File: src/rtl/sound_mix_dac.sv
// Stereo output stage: slew-limited targets, PC speaker mix and
// first-order sigma-delta bitstreams for the board audio pins.
module sound_mix_dac #(
   parameter logic [7:0]  SPK_LEVEL = 8'd64,
   parameter int unsigned RAMP_DIV  = 16
) (
   input  logic       wb_clk_i,
   input  logic       wb_rst_i,
   input  logic [7:0] sample_l,
   input  logic [7:0] sample_r,
   input  logic       sample_stb,
   input  logic       speaker,
   input  logic       mute,
   output logic       ready,
   output logic       audio_l,
   output logic       audio_r
);

   localparam logic [15:0] DIV_LAST = 16'(RAMP_DIV - 1);

   logic [15:0] presc;
   logic        tick;
   logic [7:0]  tgt_l, tgt_r, cur_l, cur_r;
   logic [7:0]  eff_l, eff_r, m_l, m_r;
   logic        spk_m, spk_s, spk_on;
   logic [8:0]  acc_l, acc_r, s_l, s_r, mix_l, mix_r;

   function automatic logic [7:0] slew(input logic [7:0] cur, input logic [7:0] eff);
      if (cur < eff)
         return cur + 8'd1;
      else if (cur > eff)
         return cur - 8'd1;
      else
         return cur;
   endfunction

   function automatic logic [7:0] sat8(input logic [8:0] v);
      return v[8] ? 8'hFF : v[7:0];
   endfunction

   always_comb begin
      tick   = (presc == DIV_LAST);
      eff_l  = mute ? 8'h80 : tgt_l;
      eff_r  = mute ? 8'h80 : tgt_r;
      spk_on = spk_s & ~mute;
      mix_l  = {1'b0, cur_l} + (spk_on ? {1'b0, SPK_LEVEL} : 9'd0);
      mix_r  = {1'b0, cur_r} + (spk_on ? {1'b0, SPK_LEVEL} : 9'd0);
      m_l    = sat8(mix_l);
      m_r    = sat8(mix_r);
      s_l    = {1'b0, acc_l[7:0]} + {1'b0, m_l};
      s_r    = {1'b0, acc_r[7:0]} + {1'b0, m_r};
      ready  = (cur_l == eff_l) & (cur_r == eff_r);
   end

   // acc[8] is the registered carry, i.e. exactly the audio bit.
   assign audio_l = acc_l[8];
   assign audio_r = acc_r[8];

   always_ff @(posedge wb_clk_i) begin
      if (wb_rst_i) begin
         presc <= '0;
         tgt_l <= 8'h80;
         tgt_r <= 8'h80;
         cur_l <= 8'h80;
         cur_r <= 8'h80;
         spk_m <= 1'b0;
         spk_s <= 1'b0;
         acc_l <= '0;
         acc_r <= '0;
      end else begin
         presc <= tick ? '0 : presc + 16'd1;
         if (tick) begin
            cur_l <= slew(cur_l, eff_l);
            cur_r <= slew(cur_r, eff_r);
         end
         if (sample_stb) begin
            tgt_l <= sample_l;
            tgt_r <= sample_r;
         end
         spk_m <= speaker;
         spk_s <= spk_m;
         acc_l <= s_l;
         acc_r <= s_r;
      end
   end

endmodule

File: config.mk
export PLATFORM = sky130hd
export DESIGN_NAME = sound_mix_dac
export DESIGN_NICKNAME = d
export VERILOG_FILES = /design/src/rtl/sound_mix_dac.sv
export SDC_FILE = /design/constraint.sdc
export NUM_CORES = 1
export LEC_CHECK = 0
export CAP_MARGIN = 20
export CORE_AREA = 2 2 90 92
export CTS_CLUSTER_DIAMETER = 60
export DETAILED_ROUTE_END_ITERATION = 16
export DIE_AREA = 0 0 92 94
export PLACE_DENSITY = 0.78
export SYNTH_ARGS = -nofsm -noshare
export SYNTH_HDL_FRONTEND = slang
export SYNTH_SLANG_ARGS = --single-unit
File: constraint.sdc
create_clock -name wb_clk_i -period 3.37 [get_ports wb_clk_i]
set_input_delay 1.011 -clock wb_clk_i [delete_from_list [all_inputs] [get_ports wb_clk_i]]
set_output_delay 1.011 -clock wb_clk_i [all_outputs]
set_load 0.03 [all_outputs]
Word-level counts from Yosys, hierarchy flattened
Cells that the tools add are included.
{"block": "op_classes", "n_bitwise": 3, "add_sub_neg": 9, "mux": 9, "n_lt_le_gt_ge": 4, "eq_ne": 3, "reduce_logical": 5}
{"operator": "2-to-1 mux 8 bit", "count": 8}
{"operator": "adder 8 x 8 -> 9 bit", "count": 2}
{"operator": "adder 16 x 1 -> 16 bit, second input constant", "count": 1}
{"operator": "adder 8 x 1 -> 8 bit, second input constant", "count": 2}
{"operator": "equality test 16 x 4 -> 1 bit, second input constant", "count": 1}
{"operator": "equality test 8 bit", "count": 2}
{"operator": "> comparator 8 bit", "count": 2}
{"operator": "< comparator 8 bit", "count": 2}
{"operator": "subtractor 8 x 1 -> 8 bit, second input constant", "count": 2}
{"operator": "adder 8 x 7 -> 9 bit", "count": 1}
{"operator": "adder 8 x 9 -> 9 bit", "count": 1}
{"operator": "2-to-1 mux 7 bit", "count": 1}
{"operator": "AND reduction 2 bit", "count": 2}
{"operator": "nonzero test 2 bit", "count": 2}
{"operator": "bitwise AND 1 bit", "count": 2}
{"operator": "OR reduction 2 bit", "count": 1}
{"operator": "NOT 1 bit", "count": 1}
{"block": "totals", "output_inout_bits": 3, "ff_bits": 68, "inputBits": 21, "elab_cells": 42}

Longest topological paths before layout
{"block": "depth", "word_depth": 6, "ltp_mapped": 15, "depth_no_buf": 15}

Worst setup path before layout
OpenSTA, ideal clock, no wires.
{"block": "synth_path", "path_kind": "input-to-output", "start": "in mute", "end": "out ready", "path_slack_ps": -357, "path_stages": 5, "required_ps": 2359, "n_path_buf": 1, "arrival_time_ps": 2716, "cell_sequence": "clkbuf_1 nand2b_1 ha_1 nand4_1 nor4_1"}
{"block": "synth_via", "elab_chain_cells": 3, "elab_cells_between_ends": 5, "cone_classes": "eq/ne (2); mux (2); bitwise (1)"}
{"item": "start: declaration", "line": "13", "rtl": "input logic mute,"}
{"item": "2-to-1 mux 8 bit, on equally long branches", "line": "43, 44"}
{"item": "equality test 8 bit", "line": "52", "rtl": "ready = (cur_l == eff_l) & (cur_r == eff_r);"}
{"item": "bitwise AND 1 bit (*)", "line": "52"}
{"item": "end: declaration", "line": "14", "rtl": "output logic ready,"}
Every way passes the cells marked *; elsewhere a longest branch is shown, timed or not.

Final worst setup path
{"block": "layout_path", "start": "in mute", "end": "reg cur_l[7]"}
{"block": "layout_via", "elab_chain_cells": 4, "elab_cells_between_ends": 6, "cone_classes": "order compare (2); mux (2); reduce/logical (2)"}
{"item": "2-to-1 mux 8 bit (*)", "line": "43", "rtl": "eff_l = mute ? 8'h80 : tgt_l;"}
{"item": "< comparator 8 bit / > comparator 8 bit (equally long branches)", "line": "29, 31"}
{"item": "nonzero test 2 bit (no source line)"}
{"item": "AND reduction 2 bit (no source line)"}
{"item": "end signal: assignment", "line": "73", "rtl": "cur_l <= slew(cur_l, eff_l);"}
{"item": "end: declaration", "line": "23", "rtl": "logic [7:0] tgt_l, tgt_r, cur_l, cur_r;"}
Marked as above.
A chain may end at the register's enable or synchronous reset.

==> reports/metrics.yaml <==
netlist_instances: 442
synth_top_cell_by_area: "dfxtp_1"
rsz0062_at_grt: "yes"
synth_nets: 516
slew_headroom: 0.6136
numCtsBuffers: 9
n_fill_cell: 534
grt_max_degree: 35
cts.clk_slew.worst_paths_ns: 0.08
p_per_area_nw_per_um2: 377.7
row_count: 32
overflow: 0
holdPathStages: 1
cts_buffer_depth: 2
fin_skew_ns: 0.007962
ios: 24
syn_area_per_cell_um2: 9.169
status: "finished with violations"
final-setup-viol-count: 2
drt-initial-drc-count: 180
drive_above_1_share: 0.2365
cp-start-kind: "input port"
maxClockFrequency_ghz: 0.2694
fin_crit_ns: 3.712
netlist_top_cells_count: "69 x nor2_1, 68 x dfxtp_1, 49 x ha_1"
setup-tns-final_ns: -0.4511
worst_path_largest_cell_delay_ns: 0.31
crit_arrival_ns: 3.95
detail_route.first_pass.iterations: 4
r2r-start: "cur_l[3]"
synth_top_area_share: 0.3359
nets: 589
ys_seq_area_frac: 0.3359
final_max_slew_viol_count: 0
antenna_cells: 0
r2r-end: "cur_l[7]"
cts_sinks: 68
worst_hold_path.endpoint: "spk_s"
vdd_drop_max_mv: 0.2927
hold_start: "spk_m"
cts_tree: "yes"
path_cells: "buf_12 -> buf_8 -> buf_4 -> nor2_2 -> ha_1 -> nand2_1 -> nor2_1 -> a21oi_2 -> inv_2 -> ha_4 -> a21oi_4 -> a31oi_4 -> nor4_2 -> a21oi_1 -> xnor2_1 -> and3_1 -> o21bai_1"
worst_r2r_path_depth: 14
grt_antenna_before_repair: 0
dieWidth_um: 92
coreArea_um2: 7607
synth.most_common_cell: "nor2_1"
crit_required_ns: 3.61
post-place-ws_ns: -0.8378
io_buffers: 23
cts-root-buf: "clkbuf_8"
synth.area.top_cells: "dfxtp_1 34%, ha_1 15%, nor2_1 6.4%, mux2i_1 5.7%, xnor2_1 5.2%"
worst_path_max_delay_cell: "nor4_2"
clk_latency_ns: 0.36
vias: 3343
drc: 0
power_leakage_uw: 0.002373
die_y_um: 94
finalWorstSetupSlack_ns: -0.3416
grt_pass1_wl_mm: 14.94
initial_core_util: 0.5327
synth_area_um2: 4053
violations: "negative setup slack"
drv_cap: 0
antenna_left: 0
dp.cells: 598
finalHoldViolCount: 0
placed_area_um2: 4790
worst_setup_path_end_kind: "register"
hold_class: "reg2reg"
r2r_slack_ns: 0.14
async_reset_ff_frac: 0
post-dp-hpwl_mm: 6.076
period_share: 1.101
routed_wl_mm: 9.277
gp_congestion: 0.7872
worstSetupPathType: "in2reg"
cp_max_fo: 8
syn2layout_area_growth_pct: 30.66
grt_usage: 0.2170
wl_per_cell_um: 14.91
viasPerCell: 5.375
final_cell_area_um2: 5295
synth_cell_type_count: 41
grt_pass1_vias: 3348
tightest_slew_ns: 0.5795
cts_hold_buf: 0
yosysWarnings: 0
fin_cells: 622
ys.flop_type: "dfxtp_1"
die-area_um2: 8648
ys_ff_latch: 68
h-tree-depth: 3
p_total_uw: 2000
synth_enable_flop_cells: 0
==> registers in the layout, indices dropped and copies added (netlist names) <==
register and count:
spk_m 1, spk_s 1, tgt_l 8, acc_r 9
acc_l 9, tgt_r 8, presc 16, cur_l 8
cur_r 8
==> critical path, delay by kind of cell <==
| family | cells | cell delay (ns) |
|---|---|---|
| XOR/XNOR | 1 | 0.27 |
| buffers and inverters | 4 | 0.50 |
| AO/OA/AOI/OAI | 5 | 0.70 |
| AND/OR/NAND/NOR | 5 | 0.89 |
| adder cells (fa/ha/maj) | 2 | 0.56 |
==> cells by family (layout without fill, tap and decap cells) <==
| kind of cell | after synthesis | after routing | share of synthesized area |
|---|---|---|---|
| flops | 68 | 68 | 0.3359 |
| xor+xnor | 37 | 37 | 0.07996 |
| compound gates | 66 | 66 | 0.1025 |
| fa+ha+maj | 53 | 53 | 0.1710 |
| buf+inv | 28 | 106 | 0.02717 |
| mux | 23 | 23 | 0.05681 |
| simple gates | 167 | 167 | 0.2266 |
==> worst max path at each step <==
stage	end	from	slack, ns
6_report	cur_l[7]	mute	-0.34
5_1_grt	cur_l[7]	mute	-0.43
4_1_cts	ready	mute	-0.01
3_5_place_dp	cur_l[7]	mute	-0.84
3_3_place_gp	cur_r[7]	mute	-0.72
2_1_floorplan	cur_r[7]	mute	-0.03
==> metrics by stage <==
step	utilization	hold slack (ns)
floorplan	-	0.4138
global placement	0.6296	0.4194
detailed placement	0.6296	0.4507
CTS	0.6757	0.4634
global route	0.6961	0.4730
finish	0.6961	0.4645
==> routing by layer <==
metal | GRT usage | up-vias | wire length (um)
met3 | 0.03612 | 26 | 357
met1 | 0.2509 | 1580 | 3811
li1 | - | 1656 | -
met2 | 0.3934 | 81 | 4805
met5 | 0 | - | 0
met4 | 0.09701 | 0 | 302
==> power breakdown <==
group	leakage (uW)	switching (uW)	internal (uW)
combinational	0.00170	160	169
sequential	0.000553	14.4	823
clock	0.000120	338	496
==> layout make-up <==
type / instances / area (um2) / area share
inverter: 18 / 67.56 / 0.01276
multi-input combinational: 346 / 2875 / 0.5430
timing repair buffer: 72 / 615.6 / 0.1163
tap: 102 / 127.6 / 0.02410
sequential: 68 / 1361 / 0.2571
clock buffer: 9 / 123.9 / 0.02339
clock inverter: 7 / 123.9 / 0.02339
==> what timing repair did <==
action,4_1_cts,5_1_grt
resized for setup,16,25
buffers inserted,4,4
endpoints found under the hold margin,0,0
setup endpoints to repair,22,9
pin swaps,6,16
gates cloned,0,0
==> placed cells by master (no fill, tap or decap), types with 8 or more instances in the layout <==
master,n
nor2b_1,11
a21oi_1,18
mux2i_1,23
clkdlybuf4s50_1,20
nand2b_1,21
ha_4,10
a21oi_2,8
buf_4,47
dfxtp_1,68
xnor2_1,24
xor2_1,13
ha_1,39
clkbuf_8,9
nand2_1,20
a21o_1,9
nor2_1,68
inv_1,17
Note: power is estimated with default switching activity, not from simulation.
